<file path="config.mk">
export PLATFORM = sky130hd
export DESIGN_NAME = coin_acceptor
export DESIGN_NICKNAME = d
export VERILOG_FILES = /design/src/rtl/coin_acceptor.sv
export SDC_FILE = /design/constraint.sdc
export NUM_CORES = 1
export LEC_CHECK = 0
export CAP_MARGIN = 25
export CORE_ASPECT_RATIO = 1.75
export CORE_MARGIN = 4
export CORE_UTILIZATION = 42
export CTS_BUF_LIST = sky130_fd_sc_hd__clkbuf_4 sky130_fd_sc_hd__clkbuf_8 sky130_fd_sc_hd__clkbuf_16
export DETAILED_ROUTE_END_ITERATION = 6
export DONT_BUFFER_PORTS = 1
export PLACE_DENSITY = 0.62
export SYNTH_ARGS = -nofsm -noshare
export SYNTH_HDL_FRONTEND = slang
export SYNTH_SLANG_ARGS = --single-unit
</file>
<file path="constraint.sdc">
create_clock -name clk -period 5.1 [get_ports clk]
set_input_delay 0 -clock clk [delete_from_list [all_inputs] [get_ports clk]]
set_output_delay 0 -clock clk [all_outputs]
set_load 0.01 [all_outputs]
</file>
<file path="src/rtl/coin_acceptor.sv">
// Coin acceptor front end: synchronizes the two coin sensors, debounces them and emits one coin code per insertion.
// Defining COIN_TOTAL_EN adds an 8-bit saturating running-total output.
module coin_acceptor #(
    parameter int DEBOUNCE_CYCLES = 4,
    parameter int JAM_CYCLES      = 64
) (
    input  logic       clk,
    input  logic       reset,
    input  logic       sense5,
    input  logic       sense10,
    output logic [1:0] coin,
    output logic       reject,
    output logic       jam
`ifdef COIN_TOTAL_EN
    ,
    output logic [7:0] total
`endif
);

    typedef enum logic [2:0] {
        IDLE,
        DEBOUNCE,
        EMIT,
        RELEASE,
        JAM
    } state_t;

    localparam logic [15:0] DEB_LAST = 16'(DEBOUNCE_CYCLES - 1);
    localparam logic [15:0] JAM_LAST = 16'(JAM_CYCLES - 1);

    logic        s5Meta_q;
    logic        s5_q;
    logic        s10Meta_q;
    logic        s10_q;
    state_t      state_q;
    logic [15:0] cnt_q;
    logic        isTen_q;
    logic [1:0]  coin_q;
    logic        reject_q;
    logic        jam_q;
    logic        heldSensor;
    logic        otherSensor;
    logic        anyHigh;

    always_ff @(posedge clk) begin
        if (reset) begin
            s5Meta_q  <= 1'b0;
            s5_q      <= 1'b0;
            s10Meta_q <= 1'b0;
            s10_q     <= 1'b0;
        end else begin
            s5Meta_q  <= sense5;
            s5_q      <= s5Meta_q;
            s10Meta_q <= sense10;
            s10_q     <= s10Meta_q;
        end
    end

    // The sensor latched on leaving IDLE must stay high; the other one rising means an ambiguous coin.
    assign heldSensor  = isTen_q ? s10_q : s5_q;
    assign otherSensor = isTen_q ? s5_q : s10_q;
    assign anyHigh     = s5_q | s10_q;

    always_ff @(posedge clk) begin
        if (reset) begin
            state_q  <= IDLE;
            cnt_q    <= 16'd0;
            isTen_q  <= 1'b0;
            coin_q   <= 2'b00;
            reject_q <= 1'b0;
            jam_q    <= 1'b0;
        end else begin
            coin_q   <= 2'b00;
            reject_q <= 1'b0;
            case (state_q)
                IDLE: begin
                    jam_q <= 1'b0;
                    if (s5_q && s10_q) begin
                        reject_q <= 1'b1;
                        state_q  <= RELEASE;
                        cnt_q    <= 16'd0;
                    end else if (s5_q ^ s10_q) begin
                        isTen_q <= s10_q;
                        state_q <= DEBOUNCE;
                        cnt_q   <= 16'd0;
                    end
                end
                DEBOUNCE: begin
                    if (!heldSensor) begin
                        state_q <= IDLE;
                        cnt_q   <= 16'd0;
                    end else if (otherSensor) begin
                        reject_q <= 1'b1;
                        state_q  <= RELEASE;
                        cnt_q    <= 16'd0;
                    end else if (cnt_q == DEB_LAST) begin
                        coin_q  <= isTen_q ? 2'b10 : 2'b01;
                        state_q <= EMIT;
                        cnt_q   <= 16'd0;
                    end else begin
                        cnt_q <= cnt_q + 16'd1;
                    end
                end
                EMIT: begin
                    state_q <= RELEASE;
                    cnt_q   <= 16'd0;
                end
                RELEASE: begin
                    if (!anyHigh) begin
                        state_q <= IDLE;
                        cnt_q   <= 16'd0;
                    end else if (cnt_q == JAM_LAST) begin
                        jam_q   <= 1'b1;
                        state_q <= JAM;
                        cnt_q   <= 16'd0;
                    end else begin
                        cnt_q <= cnt_q + 16'd1;
                    end
                end
                JAM: begin
                    if (!anyHigh) begin
                        jam_q   <= 1'b0;
                        state_q <= IDLE;
                        cnt_q   <= 16'd0;
                    end
                end
                default: begin
                    state_q <= IDLE;
                    cnt_q   <= 16'd0;
                end
            endcase
        end
    end

    assign coin   = coin_q;
    assign reject = reject_q;
    assign jam    = jam_q;

`ifdef COIN_TOTAL_EN
    logic [7:0] total_q;
    logic [8:0] totalSum_d;

    // Nine-bit sum so overflow past 255 is visible and can be clamped.
    always_comb begin
        totalSum_d = {1'b0, total_q};
        case (coin_q)
            2'b01:   totalSum_d = {1'b0, total_q} + 9'd5;
            2'b10:   totalSum_d = {1'b0, total_q} + 9'd10;
            default: totalSum_d = {1'b0, total_q};
        endcase
    end

    always_ff @(posedge clk) begin
        if (reset) begin
            total_q <= 8'd0;
        end else begin
            total_q <= totalSum_d[8] ? 8'hFF : totalSum_d[7:0];
        end
    end

    assign total = total_q;
`endif

endmodule

</file>
* Yosys cells after proc, flatten, opt, wreduce, memory -nomap -nowiden
Cells that the tools add are included.
** Word-level totals
- Register bits :: 28
- Input port bits :: 4
- Output and inout port bits :: 4
- Logic and storage cells :: 66
** Cells by class
- $add $sub $neg :: 1
- Equality and inequality tests :: 12
- Muxes and demuxes :: 29
- Bitwise logic cells :: 6
- Reduce and logical (&&, ||, !) cells :: 8
** Operators by type and width (number)
- 16-bit two-way mux :: 8
- 16-bit one-hot mux with 4 select lines :: 1
- 3-bit two-way mux :: 8
- 16-bit by 1-bit adder with 16-bit output, second input constant :: 1
- 16-bit by 2-bit equality test with 1-bit output, second input constant :: 1
- 16-bit by 6-bit equality test with 1-bit output, second input constant :: 1
- 3-bit one-hot mux with 5 select lines :: 1
- 1-bit two-way mux :: 8
- 4-bit AND reduction :: 2
- 3-bit by 2-bit equality test with 1-bit output, second input constant :: 2
- 2-bit inequality test, second input constant :: 3
- 3-bit inequality test, second input constant :: 2
- 5-bit OR reduction :: 1
- 4-bit inequality test, second input constant :: 1
- 1-bit inverter :: 4
- 3-bit by 1-bit equality test with 1-bit output, second input constant :: 1
- 3-bit equality test, second input constant :: 1
- 3-bit zero test :: 1
- 1-bit one-hot mux with 3 select lines :: 1
- 3-bit AND reduction :: 1
- 3-bit nonzero test :: 1
- 2-bit two-way mux :: 1
- 1-bit one-hot mux with 2 select lines :: 1
- 2-bit AND reduction :: 1
- other kinds (3) :: 3

* Logic depth before layout (Yosys ltp)
Gate-level depths: netlist (run 1).
- Word-level depth :: 5
- Depth in mapped cells :: 8
- Gate-level depth less buffers :: 7

* Least setup slack after synthesis (run 1)
No wires, ideal clock.
- Path kind :: reg2reg
- Start point :: reg cnt_q[0]
- End point :: reg state_q[2]
- Arrival time :: 1589 ps
- Data required time :: 5030 ps
- Path slack :: 3441 ps
- Stages on the path, launching flop included :: 7
- Path buffers :: 0
- Period minus slack after synthesis :: 1659 ps
- Path through :: dfxtp_1 ha_1 nand2b_1 nor4_2 o22ai_2 or4_1 a21oi_1
** Between the ends
- Longest elaborated chain between the ends :: 3
- Elaborated cells on any way between the ends :: 5
- Those cells by class :: 4 x eq/ne; 1 x reduce/logical
** Ends and longest elaborated chain
- start, declared :: line 36 : logic [15:0] cnt_q;
- start signal, assigned :: line 101 : cnt_q <= cnt_q + 16'd1;
- start signal, assigned :: line 117 : cnt_q <= cnt_q + 16'd1;
- 16-bit by 2-bit equality test with 1-bit output or 16-bit by 6-bit equality test with 1-bit output (tied branches) :: line 96, 112
- 4-bit inequality test (no line) or 3-bit inequality test (tied branches)
- 4-bit AND reduction (no line) (*)
- end signal, assigned :: line 94 : state_q <= RELEASE;
- end signal, assigned :: line 98 : state_q <= EMIT;
- end signal, assigned :: line 105 : state_q <= RELEASE;
- end, declared :: line 35 : state_t state_q;
Mark *: on every way between the ends. The rest lies on a longest branch, timed or not.
A chain may end at the register's enable or synchronous reset.

* Worst setup path in the final report (run 1)
- Start point :: reg s5_q
- End point :: reg cnt_q[8]
** Between the ends
- Longest elaborated chain between the ends :: 4
- Elaborated cells on any way between the ends :: 13
- Those cells by class :: 2 x eq/ne; 7 x mux; 2 x bitwise; 2 x reduce/logical
** Ends and longest elaborated chain
- start, declared :: line 32 : logic s5_q;
- start signal, assigned :: line 53 : s5_q <= s5Meta_q;
- 1-bit two-way mux :: line 61 : assign otherSensor = isTen_q ? s5_q : s10_q;
- 16-bit two-way mux :: line 92 : end else if (otherSensor) begin
- 16-bit two-way mux :: line 89 : if (!heldSensor) begin
- 16-bit one-hot mux with 4 select lines :: line 75 : case (state_q)
Parallel ways exist; a longest one is shown, timed or not.

==> impl_metrics.py, run 1 <==
metrics = {
    "outcome": {
        "outcome": "completed",
    },
    "clock_tree": {
        "numCtsBuffers": 3,
        "clock_sinks": 28,
        "cts_root_buffer": "clkbuf_8",
        "post-cts-setup-buffer-count": 0,
        "clkTransAtPathRegs_ps": 100,
        "cts_tree": "done",
        "worst_skew_pair.late_latency_ps": 270,
        "htreeDepth": 1,
        "clock_path_buffers": 2,
    },
    "floorplanning": {
        "die_area_um2": 4870,
        "die_y_um": 89.4,
        "initial_utilization_pct": 43.8,
        "fp-row-count": 29,
        "io_pins": 8,
        "die_w_um": 54.5,
        "coreArea_um2": 3630,
    },
    "placed_design": {
        "io_buffers": 0,
        "dp_hpwl_mm": 2.62,
        "dp_slack_ps": 2720,
        "placed_cell_area_um2": 1590,
        "gp_congestion": 0.819,
    },
    "layout": {
        "area_delta_synth_final_pct": 6.29,
        "layout_commonest_cell": "dfxtp_1",
        "most-common-layout-cells": "dfxtp_1, nand2_1, a21oi_1, nor2_1, inv_1",
        "fillers": 379,
        "fin_nets": 208,
        "design_area_um2": 1690,
        "diodes": 0,
        "drive_above_1_share_pct": 5.53,
    },
    "global_routing": {
        "grt_pass1_wl_mm": 6.53,
        "grt.total_usage_pct": 17.3,
        "overflow": 0,
        "grt_max_degree": 28,
        "antenna_found_initial": 0,
        "grt_pass1_vias": 1517,
    },
    "drt": {
        "viasPerCell": 6.08,
        "drtPass1Iterations": 5,
        "dr_total_vias": 1489,
        "remaining_drc_errors": 0,
        "post_drt_wl_per_cell_um": 15.2,
        "routed_wl_mm": 3.73,
        "drt_iter0_markers": 82,
        "ant_nets": 0,
    },
    "sta": {
        "finClkSkew_ps": 2.07,
        "setup_tns_ps": 0,
        "fin_crit_ps": 2440,
        "fmax_mhz": 410,
        "setup_viol": 0,
        "hold_viol": 0,
        "post-route-period-util_pct": 47.8,
        "worst_slack_ps": 2660,
        "max_slew_margin_pct": 30.3,
        "rsz0062_at_grt": "false",
        "worst_pin_slew_ps": 1040,
        "finalMaxSlewViolations": 0,
    },
    "logic_synthesis": {
        "synthesis.area_um2": 1590,
        "ys.flop_type": "dfxtp_1",
        "syn_inst": 205,
        "synth_area_leader_cell": "dfxtp_1",
        "synth_simple_gate_area_share_pct": 31.1,
        "synth_top_family_by_area": "simple AND/OR/NAND/NOR gates",
        "ys_ff_latch": 28,
        "synth-xor-area-share_pct": 0,
        "synth.area.top_cells": "dfxtp_1, nand2_1, a21oi_1",
        "postSynth.asyncResetShare_pct": 0,
        "ys_types": 40,
        "synth_compound_gate_area_share_pct": 24.2,
        "ys_warn_count": 0,
        "synthAdderAreaFrac_pct": 3.15,
        "syn_area_per_cell_um2": 7.76,
        "synth_fp_nets": 213,
        "yosys-mux-area-fraction_pct": 0,
        "yosysTopAreaCellShare_pct": 35.2,
        "ys_seq_area_share_pct": 35.2,
        "synth-edff-count": 0,
    },
    "worst_setup_path": {
        "critPathRequiredTime_ps": 5300,
        "arrival_ps": 2640,
        "cp_max_fo": 25,
        "worst_setup_path_end_kind": "flop",
        "critPathKind": "flop to flop",
        "startpoint_type": "flop",
    },
    "min_path": {
        "hp-class": "input port to flop",
    },
    "run": {
        "drv_cap": 0,
    },
    "power": {
        "peakVddDrop_uv": 135,
        "cellLeakagePower_nw": 0.534,
        "pwr_density_cell_nw_per_um2": 254,
    },
}
## cell type report
class                   count  area, um2  share of cell area [%]
inverters                  11       41.3                    2.44
clock inverters             1       30.0                    1.78
repair buffers              3       30.0                    1.78
clock buffers               3       41.3                    2.44
flip-flops and latches     28        561                    33.2
well taps                  46       57.6                    3.40
multi-input cells         153        930                    55.0
## Yosys cell counts (3+ instances only)
library cell  number
and4_1             4
nand2b_1           3
nor4_1             3
o211ai_1           5
o22ai_1            7
a21oi_1           17
nor2_1            14
nor3_1             5
o21ai_0            7
or3_1              3
nand3_1            9
dfxtp_1           28
nor2b_1            9
a31oi_1            8
nand2_1           25
buf_2              7
inv_1             11
clkbuf_1           5
ha_1               4
and2_1             4
## state kept, by name, summed over array words and instances (netlist names)
signal / count
s10_q: 1
cnt_q: 16
s5_q: 1
jam: 1
isTen_q: 1
coin: 2
state_q: 3
s5Meta_q: 1
reject: 1
s10Meta_q: 1
## timing repair
item	in CTS	in global routing
hold buffers	3	0
endpoints found under the setup margin	0	0
hold endpoints to repair	28	0
resized for setup	0	0
## final timing paths
check / startpoint / to / cells past startpoint / slack (ps)
worst min-delay path: sense5 / s5Meta_q$_SDFF_PP0_ / 2 / 380
worst min register to register: s5Meta_q$_SDFF_PP0_ / s5_q$_SDFF_PP0_ / 1 / 460
worst max-delay path: s5_q$_SDFF_PP0_ / cnt_q[8]$_SDFFE_PP0P_ / 7 / 2660
worst max register to register: s5_q$_SDFF_PP0_ / cnt_q[8]$_SDFFE_PP0P_ / 7 / 2660
## power breakdown
group | switching (mW) | internal (mW) | leakage [nW]
combinational | 0.0195 | 0.00903 | 0.272
clock | 0.0698 | 0.105 | 0.0357
sequential | 0.00487 | 0.221 | 0.227
## per-stage QoR
stage,util (%),power (mW),hold slack [ps],instances
finish,46.6,0.430,382,245
global placement,43.8,0.254,73.2,238
floorplan,-,0.252,128,205
detailed placement,43.8,0.255,75.8,238
CTS,46.6,0.434,376,245
global route,46.6,0.445,399,245
## worst max-delay path, cell delays in order (launching register included)
cell and delay, ps:
dfxtp_1 460, inv_1 120, ha_1 230, inv_1 80, nand3_1 190, a21boi_2 850
o311ai_0 260, a21oi_1 170
## routing by layer
layer	share of wire [%]	global-route usage (%)	vias up	wire, um
met1	39	18.8	703	1450
met3	2.9	2.34	10	110
met5	0	0	-	0
met4	1.7	6.35	0	65
li1	-	-	740	-
met2	57	32.4	36	2110
## logic make-up (layout without fill, tap and decap cells)
family / after synthesis / in the layout
adder cells (fa/ha/maj): 4 / 4
flip-flops: 28 / 28
buffers and inverters: 24 / 18
AO/OA/AOI/OAI: 59 / 59
AND/OR/NAND/NOR: 90 / 90
Note: power is estimated with default switching activity, not from simulation.
==> run 2, diff against run 1 <==
--- a/config.mk
+++ b/config.mk
@@ -5,6 +5,7 @@
 export SDC_FILE = /design/constraint.sdc
 export NUM_CORES = 1
 export LEC_CHECK = 0
+export ABC_AREA = 1
 export CAP_MARGIN = 25
 export CORE_ASPECT_RATIO = 1.75
 export CORE_MARGIN = 4
@@ -12,7 +13,7 @@
 export CTS_BUF_LIST = sky130_fd_sc_hd__clkbuf_4 sky130_fd_sc_hd__clkbuf_8 sky130_fd_sc_hd__clkbuf_16
 export DETAILED_ROUTE_END_ITERATION = 6
 export DONT_BUFFER_PORTS = 1
-export PLACE_DENSITY = 0.62
+export PLACE_DENSITY = 0.65
 export SYNTH_ARGS = -nofsm -noshare
 export SYNTH_HDL_FRONTEND = slang
 export SYNTH_SLANG_ARGS = --single-unit
==> constraint.sdc (replaced) <==
create_clock -name clk -period 2.15 [get_ports clk]
set_input_delay 0 -clock clk [delete_from_list [all_inputs] [get_ports clk]]
set_output_delay 0 -clock clk [all_outputs]
set_load 0.01 [all_outputs]
==> impl_metrics.py, run 2 <==
metrics = {
    "floorplanning": {
        "coreArea_um2": 3660,
        "initial_utilization_pct": 43.7,
        "die_y_um": 89.7,
        "fp-row-count": 29,
        "die_area_um2": 4900,
        "die_w_um": 54.7,
        "io_pins": 8,
    },
    "placed_design": {
        "dp_hpwl_mm": 2.64,
        "gp_congestion": 0.857,
        "io_buffers": 0,
        "dp_cells": 287,
    },
    "layout": {
        "fin_util_pct": 47.6,
        "top_register": "cnt_q",
        "fin_nets": 257,
        "largest_register_ffs": 16,
        "drive_above_1_share_pct": 8.47,
        "most-common-layout-cells": "nand2_1, inv_1, nor2_1, dfxtp_1, nand3_1",
        "diodes": 0,
        "area_delta_synth_final_pct": 8.91,
        "stdcell_count": 294,
        "layout_commonest_cell": "nand2_1",
    },
    "power": {
        "pwr_density_cell_nw_per_um2": 604,
        "fin_total_pwr_mw": 1.05,
        "peakVddDrop_uv": 279,
        "cellLeakagePower_nw": 0.785,
    },
    "sta": {
        "rsz0062_at_grt": "false",
        "hold_viol": 0,
        "fmax_mhz": 547,
        "finalMaxSlewViolations": 0,
        "setup_tns_ps": 0,
        "fin_crit_ps": 1830,
        "max_slew_margin_pct": 51.6,
        "worst_pin_slew_ps": 723,
        "setup_viol": 0,
        "post-route-period-util_pct": 85.0,
        "finClkSkew_ps": 2.52,
    },
    "worst_setup_path": {
        "timing.rr.end": "cnt_q[8]$_SDFFE_PP0P_",
        "r2r-start": "s10_q$_SDFF_PP0_",
        "critPathRequiredTime_ps": 2380,
        "cp_max_fo": 16,
        "rrSetupSlack_ps": 320,
        "arrival_ps": 2060,
        "r2r_cells": 12,
        "critPathKind": "flop to flop",
        "worst_setup_path_end_kind": "flop",
        "startpoint_type": "flop",
    },
    "min_path": {
        "hold_start": "reset",
        "hp-class": "input port to flop",
        "hold_depth": 3,
        "holdPathEnd": "jam$_SDFFE_PP0P_",
    },
    "clock_tree": {
        "worst_skew_pair.late_latency_ps": 280,
        "cts_root_buffer": "clkbuf_8",
        "clkTransAtPathRegs_ps": 100,
        "clock_sinks": 28,
        "htreeDepth": 1,
        "clock_path_buffers": 2,
        "postCtsResizedCells": 0,
        "numCtsBuffers": 3,
        "cts_tree": "done",
    },
    "drt": {
        "routed_wl_mm": 3.51,
        "drtPass1Iterations": 4,
        "dr_total_vias": 1454,
        "post_drt_wl_per_cell_um": 11.9,
        "viasPerCell": 4.95,
        "drt_iter0_markers": 42,
        "ant_nets": 0,
        "remaining_drc_errors": 0,
    },
    "logic_synthesis": {
        "syn_inst": 244,
        "postSynth.asyncResetShare_pct": 0,
        "ys_seq_area_share_pct": 35.0,
        "synth_fp_nets": 252,
        "synth-edff-count": 0,
        "yosysMostFrequentCell": "nand2_1",
        "yosysTopAreaCellShare_pct": 35.0,
        "syn_area_per_cell_um2": 6.56,
        "synth_compound_gate_area_share_pct": 10.0,
        "ys_top_cells_by_count": "nand2_1, inv_1, nor2_1, dfxtp_1, nand3_1",
        "synth_area_leader_cell": "dfxtp_1",
        "synth-xor-area-share_pct": 1.09,
        "ys_warn_count": 0,
        "synthAdderAreaFrac_pct": 3.13,
        "synthesis.area_um2": 1600,
        "synth_simple_gate_area_share_pct": 39.5,
        "synth_top_family_by_area": "simple AND/OR/NAND/NOR gates",
        "ys_types": 26,
        "ys_ff_latch": 28,
        "ys.flop_type": "dfxtp_1",
        "synth.area.top_cells": "dfxtp_1, nand2_1, inv_1",
        "yosys-mux-area-fraction_pct": 0,
    },
    "global_routing": {
        "antenna_found_initial": 0,
        "grt_pass1_vias": 1376,
        "grt_max_degree": 20,
        "overflow": 0,
        "grt.total_usage_pct": 16.5,
        "grt_pass1_wl_mm": 5.98,
    },
    "run": {
        "drv_cap": 0,
    },
    "outcome": {
        "outcome": "completed",
    },
}
run 2: changes by cell type in the layout (fill, tap and decap cells not counted), moves of 5 or more:
cell / before / now
o211ai_1: 5 / 0
a31oi_1: 8 / 1
nand3_1: 9 / 25
inv_1: 11 / 39
nor2_1: 14 / 35
nand2_1: 25 / 49
nor2b_1: 9 / 0
o22ai_1: 7 / 0
nand4_1: 2 / 8
run 2: report_power, final:
group	total [mW]	switching [mW]	internal (mW)	leakage, nW
Combinational	0.0962	0.0663	0.0299	0.523
Clock	0.421	0.171	0.249	0.0357
Sequential	0.537	0.00948	0.528	0.227
run 2: cell families (layout without fill, tap and decap cells):
| kind of cell | Yosys count | count (layout) |
|---|---|---|
| simple gates | 134 | 134 |
| flops | 28 | 28 |
| fa+ha+maj | 4 | 4 |
| xor+xnor | 2 | 2 |
| compound gates | 30 | 30 |
| buf+inv | 46 | 50 |
run 2: per-stage QoR:
step           hold slack (ps)  cell area, um2  setup slack, ps
6_report                  19.6            1740              322
2_1_floorplan              107            1600              666
3_3_place_gp              73.3            1640              387
3_5_place_dp              76.0            1640              343
4_1_cts                   22.2            1740              321
5_1_grt                   46.2            1740             90.9
run 2: area by class of cell:
type | instances | area, um2
tap | 46 | 57.6
inverter | 42 | 158
clock buffer | 3 | 41.3
fill | 390 | 1920
multi-input combinational | 170 | 860
timing repair buffer | 4 | 37.5
clock inverter | 1 | 30.0
sequential | 28 | 561
run 2: how the worst max path moves through the flow:
stage	start	to
floorplan	s5_q$_SDFF_PP0_	cnt_q[6]$_SDFFE_PP0P_
global placement	s10_q$_SDFF_PP0_	cnt_q[12]$_SDFFE_PP0P_
detailed placement	s10_q$_SDFF_PP0_	cnt_q[8]$_SDFFE_PP0P_
CTS	s10_q$_SDFF_PP0_	cnt_q[8]$_SDFFE_PP0P_
global route	s10_q$_SDFF_PP0_	cnt_q[8]$_SDFFE_PP0P_
finish	s10_q$_SDFF_PP0_	cnt_q[8]$_SDFFE_PP0P_
run 2: timing repair:
action                    4_1_cts  5_1_grt
hold endpoints to repair       19        0
buffers inserted                0        0
hold buffers                    3        0
run 2: per-layer routing:
layer  wire [um]  up-vias  track usage (%)
li1            -      787                -
met1        1490      641             18.6
met2        1850       21             30.0
met3         111        5             2.31
met4          55        0             6.12
met5           0        -                0
run 2: worst max-delay path, cell delays in order, from the launching register on:
cell	delay (ps)
dfxtp_1	390
inv_1	90
ha_1	200
inv_1	90
nand2_1	60
o21ai_0	100
nand2_2	260
inv_2	180
nor2_1	80
nand2_1	70
nand2_1	60
nand3b_1	160
inv_1	50
